## src/rtl/weight_sram_loader.sv

```systemverilog
// Weight SRAM loader: packs IN_W-bit valid/ready beats into SRAM_W-bit words
// and writes them into the weight SRAM starting at a programmable base address.
//
// Ports:
//   clk, rst_n (sync, active low)
//   start/base_addr/num_words : transfer request, sampled while idle
//   in_valid/in_ready/in_data : input beat stream (beat k -> bits [k*IN_W +: IN_W])
//   in_last                   : only with WLOAD_LAST_PAD_EN; ends transfer early
//   sram_csb/wsb/waddr/wdata  : registered SRAM write port (active-low enables)
//   busy/done/err             : status to the top controller
//
// Build option: define WLOAD_LAST_PAD_EN to add in_last and zero-pad the
// partial final word.
module weight_sram_loader #(
    parameter int IN_W   = 64,
    parameter int SRAM_W = 512,
    parameter int DEPTH  = 1728,
    parameter int ADDR_W = 11
) (
    input  logic              clk,
    input  logic              rst_n,
    input  logic              start,
    input  logic [ADDR_W-1:0] base_addr,
    input  logic [ADDR_W-1:0] num_words,
    input  logic              in_valid,
    output logic              in_ready,
    input  logic [IN_W-1:0]   in_data,
`ifdef WLOAD_LAST_PAD_EN
    input  logic              in_last,
`endif
    output logic              sram_csb,
    output logic              sram_wsb,
    output logic [ADDR_W-1:0] sram_waddr,
    output logic [SRAM_W-1:0] sram_wdata,
    output logic              busy,
    output logic              done,
    output logic              err
);

    localparam int BEATS = SRAM_W / IN_W;
    localparam int BW    = (BEATS > 1) ? $clog2(BEATS) : 1;

    localparam logic [ADDR_W:0]   DEPTH_X  = (ADDR_W+1)'(DEPTH);
    localparam logic [ADDR_W-1:0] LAST_A   = ADDR_W'(DEPTH - 1);
    localparam logic [BW-1:0]     LAST_B   = BW'(BEATS - 1);

    typedef enum logic [1:0] {
        S_IDLE  = 2'd0,
        S_FILL  = 2'd1,
        S_WRITE = 2'd2,
        S_DONE  = 2'd3
    } state_t;

    state_t              state_q, state_d;
    logic [BW-1:0]       beat_q, beat_d;
    logic [ADDR_W-1:0]   cnt_q, cnt_d;
    logic [ADDR_W-1:0]   addr_q, addr_d;
    logic [ADDR_W-1:0]   num_q, num_d;
    logic [SRAM_W-1:0]   buf_q, buf_d;
    logic                last_q, last_d;
    logic                err_q, err_d;
    logic                csb_q, csb_d;
    logic                wsb_q, wsb_d;
    logic [ADDR_W-1:0]   waddr_q, waddr_d;
    logic [SRAM_W-1:0]   wdata_q, wdata_d;

    logic [SRAM_W-1:0]   word_nxt;
    logic                last_in;
    logic                bad_req;
    logic [ADDR_W:0]     cnt_inc;

`ifdef WLOAD_LAST_PAD_EN
    assign last_in = in_last;
`else
    assign last_in = 1'b0;
`endif

    assign bad_req = (base_addr > LAST_A) || ({1'b0, num_words} > DEPTH_X);
    assign cnt_inc = {1'b0, cnt_q} + 1'b1;

    always_comb begin
        // Buffer is cleared after each word, so beats not yet written stay
        // zero; this provides the zero-fill for an early-terminated word.
        word_nxt = buf_q;
        for (int k = 0; k < BEATS; k++) begin
            if (beat_q == BW'(k)) begin
                word_nxt[k*IN_W +: IN_W] = in_data;
            end
        end
    end

    always_comb begin
        state_d = state_q;
        beat_d  = beat_q;
        cnt_d   = cnt_q;
        addr_d  = addr_q;
        num_d   = num_q;
        buf_d   = buf_q;
        last_d  = last_q;
        err_d   = err_q;
        csb_d   = 1'b1;
        wsb_d   = 1'b1;
        waddr_d = waddr_q;
        wdata_d = wdata_q;

        unique case (state_q)
            S_IDLE: begin
                if (start) begin
                    if (bad_req) begin
                        err_d   = 1'b1;
                        state_d = S_DONE;
                    end else begin
                        err_d   = 1'b0;
                        addr_d  = base_addr;
                        num_d   = num_words;
                        cnt_d   = '0;
                        beat_d  = '0;
                        buf_d   = '0;
                        last_d  = 1'b0;
                        state_d = (num_words == '0) ? S_DONE : S_FILL;
                    end
                end
            end
            S_FILL: begin
                if (in_valid) begin
                    buf_d  = word_nxt;
                    beat_d = beat_q + 1'b1;
                    if (beat_q == LAST_B || last_in) begin
                        // Word complete: register the SRAM write so the
                        // strobes are asserted for exactly the WRITE cycle.
                        state_d = S_WRITE;
                        csb_d   = 1'b0;
                        wsb_d   = 1'b0;
                        waddr_d = addr_q;
                        wdata_d = word_nxt;
                        buf_d   = '0;
                        beat_d  = '0;
                        last_d  = last_in;
                    end
                end
            end
            S_WRITE: begin
                cnt_d  = cnt_inc[ADDR_W-1:0];
                addr_d = (addr_q == LAST_A) ? '0 : addr_q + 1'b1;
                if (last_q || cnt_inc >= {1'b0, num_q}) begin
                    state_d = S_DONE;
                end else begin
                    state_d = S_FILL;
                end
            end
            S_DONE: begin
                state_d = S_IDLE;
            end
        endcase
    end

    always_ff @(posedge clk) begin
        if (!rst_n) begin
            state_q <= S_IDLE;
            beat_q  <= '0;
            cnt_q   <= '0;
            addr_q  <= '0;
            num_q   <= '0;
            buf_q   <= '0;
            last_q  <= 1'b0;
            err_q   <= 1'b0;
            csb_q   <= 1'b1;
            wsb_q   <= 1'b1;
            waddr_q <= '0;
            wdata_q <= '0;
        end else begin
            state_q <= state_d;
            beat_q  <= beat_d;
            cnt_q   <= cnt_d;
            addr_q  <= addr_d;
            num_q   <= num_d;
            buf_q   <= buf_d;
            last_q  <= last_d;
            err_q   <= err_d;
            csb_q   <= csb_d;
            wsb_q   <= wsb_d;
            waddr_q <= waddr_d;
            wdata_q <= wdata_d;
        end
    end

    assign in_ready   = (state_q == S_FILL);
    assign busy       = (state_q != S_IDLE);
    assign done       = (state_q == S_DONE);
    assign err        = err_q;
    assign sram_csb   = csb_q;
    assign sram_wsb   = wsb_q;
    assign sram_waddr = waddr_q;
    assign sram_wdata = wdata_q;

endmodule
```

## config.mk

```make
export PLATFORM = sky130hd
export DESIGN_NAME = weight_sram_loader
export DESIGN_NICKNAME = d
export VERILOG_FILES = /design/src/rtl/weight_sram_loader.sv
export SDC_FILE = /design/constraint.sdc
export NUM_CORES = 2
export LEC_CHECK = 0
export BUFFER_PORTS_ARGS = -buffer_cell sky130_fd_sc_hd__buf_2
export CAP_MARGIN = 20
export CORE_MARGIN = 10
export CORE_UTILIZATION = 50
export CTS_CLUSTER_DIAMETER = 50
export CTS_CLUSTER_SIZE = 28
export DETAILED_ROUTE_END_ITERATION = 8
export PLACE_DENSITY_LB_ADDON = 0.3
export SYNTH_ARGS = -nofsm -noshare
export SYNTH_HDL_FRONTEND = slang
export SYNTH_SLANG_ARGS = --single-unit
```

## constraint.sdc

```tcl
create_clock -name clk -period 2.3 [get_ports clk]
set_clock_uncertainty 0.05 [all_clocks]
set_input_delay 0 -clock clk [delete_from_list [all_inputs] [get_ports clk]]
set_output_delay 0 -clock clk [all_outputs]
set_load 0.01 [all_outputs]
```

==> impl_results.rst <==
.. list-table::
   :header-rows: 1

   * - Metric
     - Value
   * - Run status
     - complete, no violations
   * - Total overflow reported by the global router
     - 0
   * - Area used by sequential logic in the layout
     - 20200 um^2
   * - Total clock buffers created by CTS
     - between 90 and 100
   * - Cell taking the most area after synthesis
     - sky130_fd_sc_hd__dfxtp_1
   * - Final count of pins violating max slew
     - 0
   * - P&R area growth vs syn
     - 22.5%
   * - Post-detailed-placement half-perimeter wirelength
     - 90.5 mm
   * - Die width
     - between 300 and 400 um
   * - Ratio of total power to cell area
     - 769 nW/um^2
   * - Layout fillers
     - 6705
   * - Number of nets in the final layout
     - 5088
   * - Setup crit start
     - state_q[0]
   * - Number of failing hold endpoints at the final stage
     - 0
   * - Slowest CP cell
     - sky130_fd_sc_hd__dlygate4sd3_1
   * - Initial antenna violation count
     - 0
   * - Count of warnings emitted by yosys
     - 0
   * - Leakage Power
     - 17.6 nW
   * - Kind of launch point of the worst setup path
     - flop
   * - Worst endpoint required time
     - 2870 ps
   * - Final sum of negative setup slack
     - 0 ps
   * - Residual DRC count
     - 0
   * - Number of cell rows
     - a little over 100
   * - Via/cell ratio
     - 5.97
   * - Wire length of the first global-routing pass
     - 211 mm
   * - Iteration-0 DRC count of the detailed router
     - 3852
   * - Synth top area cells
     - sky130_fd_sc_hd__dfxtp_1 51%, sky130_fd_sc_hd__mux2i_1 8.4%, sky130_fd_sc_hd__nand2_1 7.9%, sky130_fd_sc_hd__a211oi_1 6.1%, sky130_fd_sc_hd__o22ai_1 6.1%
   * - Number of port buffers
     - ~600
   * - Number of H-tree branching levels
     - 3
   * - Core Footprint
     - 78900 um^2
   * - RSZ-0062 raised after global routing
     - yes
   * - Max Freq
     - ~450 MHz
   * - Post-synthesis instance area
     - 39700 um^2
   * - Pin count of the biggest net entering global routing
     - about 100
   * - Global-route usage over all layers
     - between 20% and 30%
   * - Total power after layout
     - 37.5 mW
   * - Total Die Area
     - 91200 um^2
   * - Async set-reset flop share out of synthesis
     - 0%
   * - Slowest Stage Delay on Critical Path
     - 580 ps
   * - Most used flip-flop cell after synthesis
     - sky130_fd_sc_hd__dfxtp_1
   * - Share of synthesized area occupied by flip-flops and latches
     - 50.9%
   * - Placer Congestion
     - 0.854
   * - Number of global-route vias before repair
     - roughly 34000
   * - Reg-to-reg startpoint
     - state_q[0]
   * - Clock slew seen by the registers of the worst setup and hold paths
     - 90 ps
   * - Ratio of final minimum period to clock period
     - between 90% and 100%
   * - Synth Area per Inst
     - 8.85 um^2
   * - Routed length per placed instance
     - 23.1 um
   * - Type of the worst min-delay path
     - primary input to flop
   * - Clock latency on the worst-skew pair
     - 680 ps
   * - Most frequent cells after synthesis
     - 1011 x sky130_fd_sc_hd__dfxtp_1, 832 x sky130_fd_sc_hd__nand2_1, 489 x sky130_fd_sc_hd__nor2_1
   * - Largest vdd supply drop
     - 0.792 mV
   * - Rel. slew slack
     - 55.8%
   * - Count of antenna-violating nets left after detailed routing
     - 0
   * - Startpoint of the tightest hold check path
     - in_data[56]
   * - # setup viols final
     - 0
   * - Post-synth net total
     - 4601
   * - Final min period
     - 2210 ps
   * - Kind of end point of the critical path
     - flop
   * - Vertical die dimension
     - 302 um
   * - Starting utilization of the core area
     - 50.4%
   * - Clock tree sinks
     - ~1000
   * - Worst path buffer plus inverter count
     - 3
   * - Most instantiated library cell after synthesis
     - sky130_fd_sc_hd__dfxtp_1
   * - Flop and latch count out of synthesis
     - 1011
   * - Reg2Reg Setup Slack
     - 90 ps
   * - Data arrival, critical path
     - 2780 ps
   * - Count of flip-flops with a built-in enable after synthesis
     - 0
   * - Pin slew with the least headroom to its limit
     - 663 ps
   * - Unique cell type count in the Yosys netlist
     - 56
   * - Ratio of cells with drive above 1 in the final layout
     - between 10% and 20%
   * - Number of diodes added for antenna fixing
     - 0
   * - Syn Inst Count
     - 4492
   * - Ordered list of cells on the worst path
     - nor2_4 > inv_2 > or3_4 > nand3_2 > buf_12 > a21oi_1 > o32ai_1 > dlygate4sd3_1
   * - Post-synth top area share
     - a little over 50%
   * - Post-route standard cell area excluding fillers
     - around 49000 um^2
   * - Top fanout value on the critical path
     - 17
   * - Max-cap check violation count
     - 0
   * - Total length of routed wires
     - 141 mm
   * - Clock Path Buffers
     - 3
   * - Total via count after detailed routing
     - 36517
   * - Number of iterations in the first detailed-routing pass
     - 6
   * - Placed cell areas
     - 43900 um^2
   * - IO Pins
     - 619
   * - Multi-input gate area
     - between 15000 and 20000 um^2
   * - Category of cells accounting for the largest share of critical-path delay
     - buffers and inverters
   * - CTS tree
     - yes
   * - Category of the critical setup timing path
     - flop to flop
   * - Clock root buffer master
     - sky130_fd_sc_hd__clkbuf_16
[kinds of logic after synthesis]
family | synth area share, %
flops | 50.9
compound gates | 18.9
buf+inv | 5.98
simple gates | 15.0
mux | 8.39
fa+ha+maj | 0.598
xor+xnor | 0.198
[metal layers]
| metal | wire length, um | share of wire, % | track usage (%) | vias up |
|---|---|---|---|---|
| met5 | 0 | 0 | 0 | - |
| met4 | 6020 | 4.3 | 12.3 | 0 |
| met3 | 13800 | 9.8 | 6.75 | 347 |
| met2 | 65400 | 46 | 46.6 | 1900 |
| met1 | 56200 | 40 | 37.3 | 17380 |
| li1 | - | - | - | 16890 |
[power by group]
group	internal (mW)	total (mW)	leakage (nW)	switching, mW
Sequential	17.6	17.7	8.15	0.0769
Combinational	0.893	2.91	7.82	2.01
Clock	8.83	16.9	1.64	8.06
[registers in the layout, summed over array words and instances, names as in the netlist]
register,flops
sram_wdata,512
buf_q,448
addr_q,11
cnt_q,11
num_q,11
sram_waddr,11
beat_q,3
state_q,2
err,1
sram_wsb,1
[placed cells by master (no fill, tap or decap), drive strengths merged, types with 5 or more instances in the layout]
cell type / netlist / layout
clkinv: 1 / 32
o22ai: 386 / 386
xnor2: 6 / 6
a21oi: 175 / 175
a211oi: 324 / 324
dlygate4sd3: 0 / 102
nor3: 8 / 8
a311oi: 128 / 128
inv: 19 / 49
buf: 222 / 763
nor2b: 6 / 6
nand2: 832 / 832
nor2: 491 / 491
and3: 6 / 6
nand3: 136 / 136
clkbuf: 260 / 113
o21ai: 72 / 72
dfxtp: 1011 / 1011
ha: 19 / 19
nand4: 6 / 6
mux2i: 333 / 333
and2: 5 / 5
clkinvlp: 0 / 9
[what timing repair did]
item | 4_1_cts | 5_1_grt
hold endpoints to repair | 994 | 0
resized for setup | 0 | 22
setup endpoints to repair | 0 | 322
hold buffers | 102 | 0
setup buffers | 0 | 4
[area by class of cell]
class / instances / share of cell area [%]
Clock buffer: 106 / 5.13
Clock inverter: 74 / 1.92
Inverter: 20 / 0.170
Multi-Input combinational cell: 2979 / 35.6
Sequential cell: 1011 / 41.6
Tap cell: 1050 / 2.70
Timing Repair Buffer: 872 / 12.9
[path summary, 6_finish.rpt]
check	end	cells after the start
setup / recovery	addr_q[3]	8
hold reg to reg	sram_wdata[471]	2
hold / removal	buf_q[440]	4
setup reg to reg	addr_q[3]	8
[worst min-delay path, cell delays in order]
cell	delay [ps]
sky130_fd_sc_hd__dlygate4sd3_1	530
sky130_fd_sc_hd__buf_2	200
sky130_fd_sc_hd__nand2_1	80
sky130_fd_sc_hd__a21oi_1	50
[through the flow]
step                hold slack (ps)  worst slack, ps  instances  util (%)
global route                    169            -8.09       6112      61.8
detailed placement              215             47.2       5819      55.7
floorplan                      97.2              213       4492         -
finish                          174             93.0       6112      61.8
global placement                208              163       5819      55.7
CTS                             132             17.9       6101      61.4
(Power assumes the default switching activity.)
